[src/rtl/sensor_encoder.sv]
// rtl/sensor_encoder.sv - loop detector sync/debounce, entry direction, stuck fault and sensor code
module sensor_encoder #(
  parameter int DEB_CYCLES   = 4,
  parameter int STUCK_CYCLES = 64
) (
  input  logic       clk,
  input  logic       reset,
  input  logic       loop_r_raw,
  input  logic       loop_l_raw,
  output logic [2:0] sensor,
  output logic       sensor_chg,
  output logic       fault
);

  localparam int DCW = $clog2(DEB_CYCLES) + 1;
  localparam int SCW = $clog2(STUCK_CYCLES) + 1;
  localparam logic [DCW-1:0] DEB_LAST  = DCW'(DEB_CYCLES - 1);
  localparam logic [SCW-1:0] STUCK_MAX = SCW'(STUCK_CYCLES);

  typedef enum logic [1:0] {
    S_IDLE  = 2'd0,
    S_OCC   = 2'd1,
    S_FAULT = 2'd2
  } state_e;

  // Loop vectors: bit 0 = right loop, bit 1 = left loop
  logic [1:0]     sync1_q, sync1_d;
  logic [1:0]     sync2_q, sync2_d;
  logic [1:0]     deb_q, deb_d;
  logic [DCW-1:0] cnt_q [2];
  logic [DCW-1:0] cnt_d [2];
  logic [SCW-1:0] stuck_q, stuck_d;
  state_e         state_q, state_d;
  logic           dir_q, dir_d;
  logic [2:0]     sensor_q, sensor_d;
  logic           chg_q, chg_d;

  always_comb begin
    sync1_d = {loop_l_raw, loop_r_raw};
    sync2_d = sync1_q;
    deb_d   = deb_q;
    cnt_d[0] = '0;
    cnt_d[1] = '0;
    for (int i = 0; i < 2; i++) begin
      if (sync2_q[i] != deb_q[i]) begin
        if (cnt_q[i] == DEB_LAST) begin
          deb_d[i] = ~deb_q[i];
        end else begin
          cnt_d[i] = cnt_q[i] + 1'b1;
        end
      end
    end
  end

  always_comb begin
    state_d = state_q;
    dir_d   = dir_q;
    stuck_d = '0;
    if (deb_q == 2'b11) begin
      stuck_d = (stuck_q == STUCK_MAX) ? stuck_q : stuck_q + 1'b1;
    end

    case (state_q)
      S_IDLE: if (deb_q != 2'b00) state_d = S_OCC;
      S_OCC: begin
        if (deb_q == 2'b00) begin
          state_d = S_IDLE;
        end else if (stuck_q == STUCK_MAX) begin
          state_d = S_FAULT;
        end
      end
      S_FAULT: begin
        if (deb_q == 2'b00) begin
          state_d = S_IDLE;
          dir_d   = 1'b0;
        end
      end
      default: state_d = S_IDLE;
    endcase

    // Direction latches only when leaving the empty state; a simultaneous rise keeps it
    if (deb_q == 2'b00) begin
      if (deb_d == 2'b01) begin
        dir_d = 1'b0;
      end else if (deb_d == 2'b10) begin
        dir_d = 1'b1;
      end
    end

    sensor_d = 3'b000;
    case (state_d)
      S_OCC: begin
        case (deb_q)
          2'b01:   sensor_d = {dir_q, 2'b01};
          2'b10:   sensor_d = {dir_q, 2'b10};
          2'b11:   sensor_d = 3'b011;
          default: sensor_d = 3'b000;
        endcase
      end
      S_FAULT: sensor_d = 3'b111;
      default: sensor_d = 3'b000;
    endcase

    chg_d = (sensor_d != sensor_q);
  end

  always_ff @(posedge clk or negedge reset) begin
    if (!reset) begin
      sync1_q  <= '0;
      sync2_q  <= '0;
      deb_q    <= '0;
      cnt_q[0] <= '0;
      cnt_q[1] <= '0;
      stuck_q  <= '0;
      state_q  <= S_IDLE;
      dir_q    <= 1'b0;
      sensor_q <= 3'b000;
      chg_q    <= 1'b0;
    end else begin
      sync1_q  <= sync1_d;
      sync2_q  <= sync2_d;
      deb_q    <= deb_d;
      cnt_q[0] <= cnt_d[0];
      cnt_q[1] <= cnt_d[1];
      stuck_q  <= stuck_d;
      state_q  <= state_d;
      dir_q    <= dir_d;
      sensor_q <= sensor_d;
      chg_q    <= chg_d;
    end
  end

  assign sensor     = sensor_q;
  assign sensor_chg = chg_q;
  assign fault      = (state_q == S_FAULT);

endmodule
[config.mk]
export PLATFORM = sky130hd
export DESIGN_NAME = sensor_encoder
export DESIGN_NICKNAME = d
export VERILOG_FILES = /design/src/rtl/sensor_encoder.sv
export SDC_FILE = /design/constraint.sdc
export NUM_CORES = 1
export LEC_CHECK = 0
export BUFFER_PORTS_ARGS = -buffer_cell sky130_fd_sc_hd__buf_2
export CORE_MARGIN = 2
export CORE_UTILIZATION = 55
export DETAILED_ROUTE_END_ITERATION = 12
export GPL_ROUTABILITY_DRIVEN = 0
export PLACE_DENSITY = 0.79
export SLEW_MARGIN = 15
export SYNTH_ARGS = -nofsm -noshare
export SYNTH_HDL_FRONTEND = slang
export SYNTH_SLANG_ARGS = --single-unit
export TNS_END_PERCENT = 5
[constraint.sdc]
create_clock -name clk -period 2.57 [get_ports clk]
set_input_delay 0.257 -clock clk [delete_from_list [all_inputs] [get_ports clk]]
set_output_delay 0.257 -clock clk [all_outputs]
set_load 0.05 [all_outputs]
==> impl_metrics.sql <==
INSERT INTO impl_metrics (metric_group, metric, value, unit) VALUES
('global_route', 'grt_pass1_vias', '772', ''),
('synth', 'ys_top_cells_by_area', 'sky130_fd_sc_hd__dfrtp_1 (55%), sky130_fd_sc_hd__ha_1 (6.3%), sky130_fd_sc_hd__nor2_1 (3.8%), sky130_fd_sc_hd__xor2_1 (3.7%), sky130_fd_sc_hd__xnor2_1 (3.0%)', ''),
('clock_network', 'tritoncts.num_buffers', '3', ''),
('detailed_routing', 'routedWlPerCell', '13.1', 'um'),
('synth', 'synthesized_area_per_cell', '11.2', 'um^2'),
('synth', 'yosysWarnings', '0', ''),
('sta', 'shortest_clock_period_the_worst_path_allows_after_layout', '2.39', 'ns'),
('pwr', 'cell_internal_pwr', '865', 'uW'),
('clock_network', 'ctsHtreeMaxLevel', '1', ''),
('global_route', 'first_pass_grt_wire_length', '3310', 'um'),
('pwr', 'power_frac_clock', '0.195', ''),
('place', 'dp_hpwl', '1360', 'um'),
('setup_path', 'arrival', '2.59', 'ns'),
('detailed_routing', 'dr.first_iter.drc_count', '13', ''),
('sta', 'finalClockSkew', '0.00388', 'ns'),
('clock_network', 'clk_pin_slew_worst_paths', '0.14', 'ns'),
('cells_and_area', 'layout_utilization', '0.652', ''),
('setup_path', 'worstReg2RegEnd', 'sensor_chg', ''),
('synth', 'postSynth.asyncResetShare', '1.00', ''),
('global_route', 'sum_of_overflow_across_all_layers_after_global_routing', '0', ''),
('detailed_routing', 'remaining_drc_errors', '0', ''),
('pwr', 'combinationalPowerShare', '0.373', ''),
('floorplan', 'row_count', '16', ''),
('detailed_routing', 'postRouteAntennaNets', '0', ''),
('clock_network', 'cts.sinks', '26', ''),
('clock_network', 'clock_tree_from_tritoncts', 'yes', ''),
('setup_path', 'crit_path_class', 'reg -> reg', ''),
('floorplan', 'die_h', '50.4', 'um'),
('clock_network', 'cts_setup_buffers', '0', ''),
('synth', 'postSynthRegisterBits', '26', ''),
('run_status', 'run_status', 'complete, no violations', ''),
('clock_network', 'worstSkewPairLatency', '0.31', 'ns'),
('detailed_routing', 'avgViaCountPerCell', '5.43', ''),
('synth', 'ys.flop_type', 'sky130_fd_sc_hd__dfrtp_1', ''),
('min_path', 'holdCritPathClass', 'in -> reg', ''),
('cells_and_area', 'layout.cell_area.non_filler', '1310', 'um^2'),
('floorplan', 'num_io_pins', '9', ''),
('synth', 'syn-cell-area', '1180', 'um^2'),
('sta', 'finalHoldViolCount', '0', ''),
('pwr', 'worst_ir_drop_on_vdd', '0.820', 'mV'),
('synth', 'number_of_cells_produced_by_synthesis', '106', ''),
('setup_path', 'r2r_slack', '0.18', 'ns'),
('detailed_routing', 'vias', '782', ''),
('setup_path', 'startpoint_type_of_the_worst_setup_path', 'flop', ''),
('min_path', 'hold_start', 'loop_l_raw', ''),
('synth', 'ys_seq_area_frac', '0.550', ''),
('global_route', 'grt_start_max_net_pins', '27', ''),
('synth', 'netlist-cell-type-count', '33', ''),
('floorplan', 'initial_utilization', '0.591', ''),
('synth', 'synthMostInstantiatedCell', 'sky130_fd_sc_hd__dfrtp_1', ''),
('sta', 'timing.max_slew.rel_slack', '0.634', ''),
('min_path', 'worst_hold_path.endpoint', 'sync1_q[1]', ''),
('setup_path', 'endpoint_type_of_the_worst_setup_path', 'flop', ''),
('pwr', 'p_seq_frac', '0.432', ''),
('job', 'drv_cap', '0', ''),
('place', 'placed_area', '1240', 'um^2'),
('setup_path', 'worstRegToRegCells', '10', ''),
('sta', 'layout_setup_ws', '0.178', 'ns'),
('pwr', 'power.share.switching', '0.383', ''),
('cells_and_area', 'layout_area_overhead', '10.4', '%'),
('detailed_routing', 'drt_first_pass_iters', '4', ''),
('floorplan', 'die_area', '2540', 'um^2'),
('min_path', 'min_path_cells', '1', ''),
('cells_and_area', 'fin_nets', '128', ''),
('synth', 'synthesis.nets', '116', ''),
('global_route', 'grt_antenna_before_repair', '0', ''),
('sta', 'report.final.setup_viol', '0', ''),
('place', 'dpl_worst_slack', '0.213', 'ns'),
('place', 'portBuffers', '8', ''),
('setup_path', 'reg2reg_from', 'stuck_q[0]', ''),
('setup_path', 'timing.critical_path.fanout_max', '7', '');
==> sequential cells by signal (all words and copies together) (netlist names) <==
name,count
stuck_q,7
sensor_chg,1
sync2_q,2
state_q,2
sync1_q,2
dir_q,1
deb_q,2
sensor,3
cnt_q,6
==> area by class of cell <==
type / count / area, um^2
flip-flops and latches: 26 / 651
inverters: 5 / 18.8
fillers: 165 / 697
repair buffers: 9 / 50.0
clock buffers: 3 / 22.5
clock inverters: 1 / 30.0
well taps: 27 / 33.8
multi-input cells: 73 / 499
==> cell usage in the layout (no fill, tap or decap), types with 2 or more instances in the layout <==
| master | Yosys | layout |
|---|---|---|
| sky130_fd_sc_hd__dfrtp_1 | 26 | 26 |
| sky130_fd_sc_hd__nor2_1 | 12 | 12 |
| sky130_fd_sc_hd__buf_2 | 1 | 8 |
| sky130_fd_sc_hd__nand3_1 | 6 | 6 |
| sky130_fd_sc_hd__inv_1 | 5 | 5 |
| sky130_fd_sc_hd__xor2_1 | 5 | 5 |
| sky130_fd_sc_hd__a21oi_1 | 5 | 5 |
| sky130_fd_sc_hd__ha_1 | 6 | 5 |
| sky130_fd_sc_hd__nand2_1 | 4 | 4 |
| sky130_fd_sc_hd__nor2b_1 | 4 | 4 |
| sky130_fd_sc_hd__xnor2_1 | 4 | 4 |
| sky130_fd_sc_hd__nor3b_1 | 3 | 3 |
| sky130_fd_sc_hd__nor3_1 | 3 | 3 |
| sky130_fd_sc_hd__clkbuf_4 | 0 | 3 |
| sky130_fd_sc_hd__o21ai_0 | 2 | 2 |
| sky130_fd_sc_hd__and3_1 | 2 | 2 |
==> power groups by stage <==
stage                     Combinational (uW)  Sequential, uW  Clock (uW)
after floorplan                          371             657           0
after global placement                   499             605           0
after detailed placement                 524             609           0
after CTS                                527             604         281
after global routing                     587             620         300
final                                    523             605         273
==> stage by stage <==
stage,instances,power [uW]
after floorplan,106,1030
after global placement,139,1100
after detailed placement,139,1130
after CTS,144,1410
after global routing,144,1510
final,144,1400
==> what timing repair did <==
| item | in CTS | in global routing |
|---|---|---|
| hold endpoints to repair | 26 | 0 |
| hold buffers | 1 | 0 |
| setup endpoints to repair | 0 | 1 |
| resized for setup | 0 | 1 |
==> layer usage <==
layer,vias to the layer above,part of all wire,track usage,wire length (um)
met5,-,0,0,0
met4,0,0.015,0.0811,29
met3,4,0.032,0.0357,61
met2,14,0.47,0.274,888
met1,378,0.48,0.231,905
li1,386,-,-,-
==> cells by family after synthesis <==
logic type / synth area share
AO/OA/AOI/OAI: 0.0826
XOR/XNOR: 0.0667
adder cells (fa/ha/maj): 0.0635
buffers and inverters: 0.0296
flip-flops: 0.550
multiplexers: 0.0180
AND/OR/NAND/NOR: 0.189
==> worst max path at each step <==
stage | from | endpoint | slack, ns | cells past startpoint
3_5_place_dp | stuck_q[0] | sensor_chg | 0.21 | 10
3_3_place_gp | stuck_q[0] | sensor_chg | 0.33 | 10
5_1_grt | stuck_q[0] | sensor_chg | 0.005 | 10
2_1_floorplan | state_q[1] | sensor_chg | 0.08 | 7
6_report | stuck_q[0] | sensor_chg | 0.18 | 10
4_1_cts | stuck_q[0] | sensor_chg | 0.17 | 10
==> critical path, stage by stage (launching register included) <==
cell                       delay (ns)
sky130_fd_sc_hd__dfrtp_1         0.42
sky130_fd_sc_hd__inv_1           0.09
sky130_fd_sc_hd__ha_1            0.19
sky130_fd_sc_hd__and2_1          0.15
sky130_fd_sc_hd__nand4_1         0.11
sky130_fd_sc_hd__o21bai_1        0.08
sky130_fd_sc_hd__nor2b_1         0.15
sky130_fd_sc_hd__ha_2            0.40
sky130_fd_sc_hd__or4b_1          0.45
sky130_fd_sc_hd__o31ai_1         0.09
sky130_fd_sc_hd__o311ai_1        0.14
Note: power is estimated with default switching activity, not from simulation.
